<file path="src/rtl/video_out_ctl.sv">
// Video DAC pin sequencer: VGA/composite/S-video/off, switched only at frame edges with blanking.
// Latency 1 cycle input-to-pin; no backpressure (mode_busy reports a switch in progress).
module video_out_ctl #(
    parameter int unsigned BLANK_FRAMES = 2,
    parameter logic [1:0]  RESET_MODE   = 2'b00
) (
    input  logic       clk24,
    input  logic       reset_n,
    input  logic       ce_pwm,
    input  logic [1:0] mode_req,
    input  logic       mode_req_stb,
    output logic       mode_busy,
    output logic [1:0] mode_cur,
    input  logic [3:0] video_r,
    input  logic [3:0] video_g,
    input  logic [3:0] video_b,
    input  logic       vga_hs,
    input  logic       vga_vs,
    input  logic [4:0] tv_cvbs,
    input  logic [4:0] tv_luma,
    input  logic [4:0] tv_chroma,
    output logic [3:0] VGA_R,
    output logic [3:0] VGA_G,
    output logic [3:0] VGA_B,
    output logic       VGA_HS,
    output logic       VGA_VS,
    output logic       S_VIDEO_Y,
    output logic       S_VIDEO_C
);

    localparam logic [1:0] MODE_VGA  = 2'b00;
    localparam logic [1:0] MODE_COMP = 2'b01;
    localparam logic [1:0] MODE_SVID = 2'b10;
    localparam logic [3:0] BLANK_CNT = 4'(BLANK_FRAMES);

    typedef enum logic [1:0] {ST_ACTIVE, ST_WAIT_VS, ST_BLANK} state_t;

    state_t     state, state_nxt;
    logic [1:0] pending, pending_nxt, mode_nxt;
    logic [3:0] cnt, cnt_nxt;
    logic       busy_nxt;
    logic       vs_d;
    logic       frame_edge;
    logic [5:0] acc_c, acc_y, acc_ch;
    logic [5:0] acc_c_nxt, acc_y_nxt, acc_ch_nxt;
    logic [3:0] r_nxt, g_nxt, b_nxt;

    assign frame_edge = vs_d & ~vga_vs;

    always_comb begin
        state_nxt   = state;
        mode_nxt    = mode_cur;
        pending_nxt = pending;
        cnt_nxt     = cnt;
        busy_nxt    = mode_busy;
        case (state)
            ST_ACTIVE: begin
                if (mode_req_stb && mode_req != mode_cur) begin
                    pending_nxt = mode_req;
                    busy_nxt    = 1'b1;
                    state_nxt   = ST_WAIT_VS;
                end
            end
            ST_WAIT_VS: begin
                if (mode_req_stb)
                    pending_nxt = mode_req;
                // A request back to the live mode wins over a coincident frame edge.
                if (mode_req_stb && mode_req == mode_cur) begin
                    busy_nxt  = 1'b0;
                    state_nxt = ST_ACTIVE;
                end else if (frame_edge) begin
                    mode_nxt = pending_nxt;
                    cnt_nxt  = BLANK_CNT;
                    if (BLANK_CNT == 4'd0) begin
                        busy_nxt  = 1'b0;
                        state_nxt = ST_ACTIVE;
                    end else begin
                        state_nxt = ST_BLANK;
                    end
                end
            end
            ST_BLANK: begin
                if (frame_edge) begin
                    cnt_nxt = cnt - 4'd1;
                    if (cnt <= 4'd1) begin
                        busy_nxt  = 1'b0;
                        state_nxt = ST_ACTIVE;
                    end
                end
            end
            default: state_nxt = ST_ACTIVE;
        endcase
    end

    // Datapath follows the next state so the pins switch on the same edge as the FSM.
    always_comb begin
        acc_c_nxt  = 6'd0;
        acc_y_nxt  = 6'd0;
        acc_ch_nxt = 6'd0;
        r_nxt      = 4'd0;
        g_nxt      = 4'd0;
        b_nxt      = 4'd0;
        if (state_nxt != ST_BLANK) begin
            case (mode_nxt)
                MODE_VGA: begin
                    r_nxt = video_r;
                    g_nxt = video_g;
                    b_nxt = video_b;
                end
                MODE_COMP: begin
                    acc_c_nxt = ce_pwm ? ({1'b0, acc_c[4:0]} + {1'b0, tv_cvbs}) : acc_c;
                    r_nxt     = {4{acc_c_nxt[5]}};
                    g_nxt     = {4{acc_c_nxt[5]}};
                    b_nxt     = {4{acc_c_nxt[5]}};
                end
                MODE_SVID: begin
                    acc_y_nxt  = ce_pwm ? ({1'b0, acc_y[4:0]} + {1'b0, tv_luma}) : acc_y;
                    acc_ch_nxt = ce_pwm ? ({1'b0, acc_ch[4:0]} + {1'b0, tv_chroma}) : acc_ch;
                end
                default: ;
            endcase
        end
    end

    always_ff @(posedge clk24 or negedge reset_n) begin
        if (!reset_n) begin
            state     <= ST_ACTIVE;
            mode_cur  <= RESET_MODE;
            mode_busy <= 1'b0;
            pending   <= RESET_MODE;
            cnt       <= 4'd0;
            vs_d      <= 1'b1;
            acc_c     <= 6'd0;
            acc_y     <= 6'd0;
            acc_ch    <= 6'd0;
            VGA_R     <= 4'd0;
            VGA_G     <= 4'd0;
            VGA_B     <= 4'd0;
            VGA_HS    <= 1'b1;
            VGA_VS    <= 1'b1;
            S_VIDEO_Y <= 1'b0;
            S_VIDEO_C <= 1'b0;
        end else begin
            state     <= state_nxt;
            mode_cur  <= mode_nxt;
            mode_busy <= busy_nxt;
            pending   <= pending_nxt;
            cnt       <= cnt_nxt;
            vs_d      <= vga_vs;
            acc_c     <= acc_c_nxt;
            acc_y     <= acc_y_nxt;
            acc_ch    <= acc_ch_nxt;
            VGA_R     <= r_nxt;
            VGA_G     <= g_nxt;
            VGA_B     <= b_nxt;
            VGA_HS    <= vga_hs;
            VGA_VS    <= vga_vs;
            S_VIDEO_Y <= acc_y_nxt[5];
            S_VIDEO_C <= acc_ch_nxt[5];
        end
    end

endmodule
</file>
<file path="config.mk">
export PLATFORM = sky130hd
export DESIGN_NAME = video_out_ctl
export DESIGN_NICKNAME = d
export VERILOG_FILES = /design/src/rtl/video_out_ctl.sv
export SDC_FILE = /design/constraint.sdc
export NUM_CORES = 1
export LEC_CHECK = 0
export BUFFER_PORTS_ARGS = -buffer_cell sky130_fd_sc_hd__buf_2
export CELL_PAD_IN_SITES_DETAIL_PLACEMENT = 0
export CELL_PAD_IN_SITES_GLOBAL_PLACEMENT = 1
export CORE_UTILIZATION = 25
export CTS_CLUSTER_DIAMETER = 200
export DETAILED_ROUTE_END_ITERATION = 8
export PLACE_DENSITY_LB_ADDON = 0.1
export SLEW_MARGIN = 40
export SYNTH_ARGS = -nofsm -noshare
export SYNTH_HDL_FRONTEND = slang
export SYNTH_SLANG_ARGS = --single-unit
</file>
<file path="constraint.sdc">
create_clock -name clk24 -period 5.7 [get_ports clk24]
set_input_delay 1.425 -clock clk24 [delete_from_list [all_inputs] [get_ports clk24]]
set_output_delay 1.425 -clock clk24 [all_outputs]
set_load 0.01 [all_outputs]
</file>
Word level (Yosys, flattened, before mapping)
Cells that the tools add are included.

storage, ports and cells
  flip-flop bits (word level) = 43
  bits of input ports = 35

operators by class
  $add $sub $neg = 4
  $lt $le $gt $ge = 1
  eq/ne operators = 15
  multiplexer cells = 36
  bitwise gates (word level) = 2
  reductions and logical operators = 10

operators with widths
  operator             count
  $mux 6               9
  $pmux 4 s2           4
  $mux 4               6
  $mux 2               10
  $add 5x5->6          3
  $ne 2x2->1 const B   7
  $ne 3x3->1 const B   2
  $pmux 2 s3           1
  $reduce_and 5->1     1
  $eq 2x1->1 const B   2
  $eq 2x2->1 const B   2
  $le 4x1->1 const B   1
  $logic_not 2->1      2
  $mux 1               4
  $pmux 2 s2           1
  $reduce_and 4->1     1
  $reduce_bool 2->1    2
  $sub 4x1->4 const B  1
  $pmux 1 s3           1
  $reduce_bool 3->1    1
  $eq 2x2->1           1
  $logic_and 1x1->1    2
  $ne 2x2->1           1
  $reduce_and 2->1     1
  2 further kinds      2

Depth between registers and ports, before layout
  depth in word-level cells = 8
  gate-level depth with buffers = 8

Worst setup path before layout
Ideal clock, no wire load.

  path kind = input-to-reg
  start = input vga_vs
  end = register acc_c[5]
  setup time = 0.127 ns
  arrival = 3.113 ns
  slack = 2.459 ns
  stages on the path = 6
  buffers on the path = 1
  cell sequence = nand2b_1 -> o41a_1 -> o32a_1 -> nor3_2 -> buf_2 -> nor2_1

between the ends
  longest elaborated chain between the ends = 8
  elaborated cells between the ends (all ways) = 13
  classes of those cells = 2 x eq/ne; 9 x mux; 2 x bitwise

RTL lines
  element                 RTL line  text
  start: declaration      18        input logic vga_vs,
  $not 1->1 *             48        assign frame_edge = vs_d & ~vga_vs;
  $and 1x1->1 *           48
  $mux 2                  71        end else if (frame_edge) begin
  $mux 2                  68        if (mode_req_stb && mode_req == mode_cur) begin
  $mux 2                  56        case (state)
  $eq 2x1->1              104       case (mode_nxt)
  $mux 6                  104
  $mux 6 *                103       if (state_nxt != ST_BLANK) begin
  via acc_c_nxt[5]        45        logic [5:0] acc_c_nxt, acc_y_nxt, acc_ch_nxt;
  end signal: assignment  150       acc_c <= acc_c_nxt;
  end: declaration        44        logic [5:0] acc_c, acc_y, acc_ch;

Mark *: on every way through the listed nets, which the timed path passes. The rest lies on a longest branch.
A chain may end at the register's enable or synchronous reset.

Final worst setup path
  start = input vga_vs
  end = register acc_c[1]

between the ends
  longest elaborated chain between the ends = 8
  elaborated cells between the ends (all ways) = 14
  classes of those cells = 3 x eq/ne; 9 x mux; 2 x bitwise

RTL lines
  element                                             RTL line
  $not 1->1 *                                         48
  $and 1x1->1 *                                       48
  branches (longest 6 deep; another with $pmux 2 s3)  --

Every way passes the cells marked *.

==> metrics.txt <==
number of global-route vias before repair ~1900; I/O Buffers 53; clk_skew 3.623 ps; Post-CTS Hold Buffers 0; Pins Over Slew Limit 0; startpoint types primary input; hold path cells 1; Reg area 0.001079 mm^2; Mapped Area 0.002537 mm^2; Final Setup Violations 0; maximum vdd ir drop 172.3 uV; Slew headroom 58.72%; Avg Cell Area, Syn 10.71 um^2; Worst path max stage delay 480 ps; PD cells 427.5 mW/mm^2; commonest non-fill, non-tap cell in the layout buf_2; Hold Startpoint pending[1]; Adder-Cell Fraction of Synth Area 12.72%; Worst Hold Class flop to flop; non-filler cells, final 425; largest net degree at the start of global routing 44; Final min period 3195 ps; CP Class primary input to flop; Distinct cells, synth 46; XOR/XNOR share of the synthesized area between 4 and 5%; row count 36; Post-synth top flop dfrtp_1; final RePlAce weighted congestion between 0.7 and 0.8; status finished clean; FILL cells approximately 1100; Critical Path AT 3370 ps; r2r startpoint state[1]; Placed Cells about 420; flops & latches, synth 43; compound-cell area share of the yosys netlist between 10% and 20%; Post-synth EDFFs 0; CTS-repair resized insts 0; R2R setup slack 3170 ps; Sw Share 40.23%; vias 1874; Final Hold Fails 0; Max Cap Violations 0; sequential-to-total area share from yosys stat 42.50%; first-pass GRT wire length roughly 9400 um; multi-input logic area 0.001363 mm^2; Clock Latency Late Sink 290 ps; DIE HEIGHT 102.7 um; die area approximately 0.011 mm^2; GRT overflow 0; Clock Path Buffers 2; crit path max fanout 18; post-synthesis mux area share 8.974%; Comb pwr share 47.0%; core area 0.009819 mm^2; clock root buffer clkbuf_8; Clock power frac between 10% and 20%; first-iteration detailed-routing DRC count 22; Total Neg Setup Slack 0 ps; Starting Density 25.84%; Worst-Margin Slew ~620 ps; Sink Count 43; crit-path leading delay family compound AO/OA/AOI/OAI gates; share of cells above drive strength 1 between 20 and 30%; Via density 4.409; Clock Pin Slew Worst Setup and Hold Paths 90 ps; Ports 54; # Post-CTS Setup Buffers 0; fmax around 310 MHz; WL final around 5600 um; worst path cell trace buf_2 -> nand2b_1 -> o41a_1 -> nor4_2 -> nor3_2 -> buf_4 -> a2111oi_0; largest family of logic cells by synthesized area compound AO/OA/AOI/OAI gates; Final nets 350; cells after synthesis roughly 240; CP Capture Type flop; Post-DP HPWL 3983 um; RSZ-0062 raised after global routing false; fin crit share a little under three fifths; synth warn 0; leakage 1.502 nW; Sw Pwr 0.0005211 W; CTS tree done; sequential share of power 37.8%; first-pass iteration count of the detailed router 3; DIE WIDTH 102.7 um; Post-Synth Simple-Gate Area 11.29%; most frequent cells in the layout 52 x buf_2, 41 x dfrtp_1, 22 x nor2_1; Routed Antenna Nets 0; antenna fix cells 0; R2R depth 7; Buf/Inv on CP 2; hold path endpoint pending[1]; reg2reg end VGA_B[0]; Synth async-reset ratio 100.0%; Pint 0.0007744 W; Total Routing Usage GR 11.63%; P&R area growth vs syn 19.43%; syn_nets 296; # DRC 0; initial antenna violation count 0; slowest CP cell nor4_2; Critical Path RT 5870 ps; TritonCTS Buffers 5; Power Total 0.001295 W; wire length per cell 13.19 um; htree depth 2
cells in the mapped netlist (2+ instances only):
master / n / area [um^2]
a211oi_1: 7 / 52.55
a21o_1: 6 / 45.04
a21oi_1: 10 / 50.05
a21oi_2: 9 / 78.83
a22o_1: 2 / 17.52
and3_1: 2 / 12.51
buf_2: 2 / 10.01
clkbuf_1: 4 / 15.01
dfrtp_1: 41 / 1026
dfstp_2: 2 / 52.55
fa_1: 3 / 60.06
ha_1: 21 / 262.8
inv_1: 15 / 56.30
mux2_2: 6 / 67.56
mux2i_1: 16 / 160.2
nand2_1: 16 / 60.06
nand3_1: 3 / 15.01
nor2_1: 22 / 82.58
nor2b_1: 5 / 31.28
nor3_1: 5 / 25.02
o21ai_0: 5 / 25.02
o21bai_1: 3 / 22.52
or3_1: 2 / 12.51
xnor2_1: 7 / 61.31
xnor2_2: 2 / 32.53
worst max path at each step:
stage / start / to / slack [ps] / cells past startpoint
floorplan: vga_vs / acc_c[5] / 2460 / 6
global placement: vga_vs / acc_c[1] / 2250 / 7
global route: mode_req[0] / VGA_G[3] / 2380 / 6
finish: vga_vs / acc_c[1] / 2500 / 7
detailed placement: mode_req[0] / VGA_B[0] / 2150 / 6
CTS: vga_vs / acc_c[1] / 2490 / 7
through the flow:
stage / utilization (%) / hold slack (ps) / instance area (um^2) / setup WS (ps)
after floorplan: - / 476.6 / 2537 / 2459
after global placement: 29.98 / 489.0 / 2944 / 2247
after detailed placement: 30.01 / 496.6 / 2947 / 2151
after CTS: 30.86 / 518.4 / 3030 / 2488
after global routing: 30.86 / 535.8 / 3030 / 2383
final: 30.86 / 516.5 / 3030 / 2505
registers in the layout, indices dropped and copies added, names as in the netlist:
| signal | count |
|---|---|
| acc_c | 6 |
| acc_ch | 6 |
| acc_y | 6 |
| VGA_B | 4 |
| VGA_G | 4 |
| VGA_R | 4 |
| cnt | 4 |
| mode_cur | 2 |
| pending | 2 |
| state | 2 |
| VGA_HS | 1 |
| mode_busy | 1 |
| vs_d | 1 |
power by group through the flow:
stage / logic [W] / registers (W) / clock network (W)
after floorplan: 0.000419 / 0.000507 / 0
after global placement: 0.000618 / 0.000502 / 0
after detailed placement: 0.000621 / 0.000493 / 0
after CTS: 0.000623 / 0.000491 / 0.000210
after global routing: 0.000690 / 0.000507 / 0.000225
final: 0.000609 / 0.000489 / 0.000197
cell families (layout without fill, tap and decap cells):
logic type                 count (synthesis)  in the layout
AOI/OAI and AO/OA                         55             55
xor gates and xnor gates                  10             10
and+or+nand+nor                           60             60
DFF                                       43             43
adders and majority gates                 24             24
buffers and inverters                     23             78
muxes                                     22             22
layout make-up:
| class | count | share of cell area, % |
|---|---|---|
| clock inverter | 1 | 0.2477 |
| multi-input combinational | 171 | 44.96 |
| clock buffer | 7 | 2.519 |
| inverter | 15 | 1.858 |
| sequential | 43 | 35.59 |
| timing repair buffer | 55 | 9.331 |
| tap | 133 | 5.491 |
layer usage:
| metal | GRT usage (%) | wire, um |
|---|---|---|
| met5 | 0 | 0 |
| met4 | 3.575 | 60 |
| met2 | 17.90 | 2437 |
| met3 | 2.780 | 221 |
| met1 | 16.15 | 2885 |
Power figures use the tool's default switching activity.
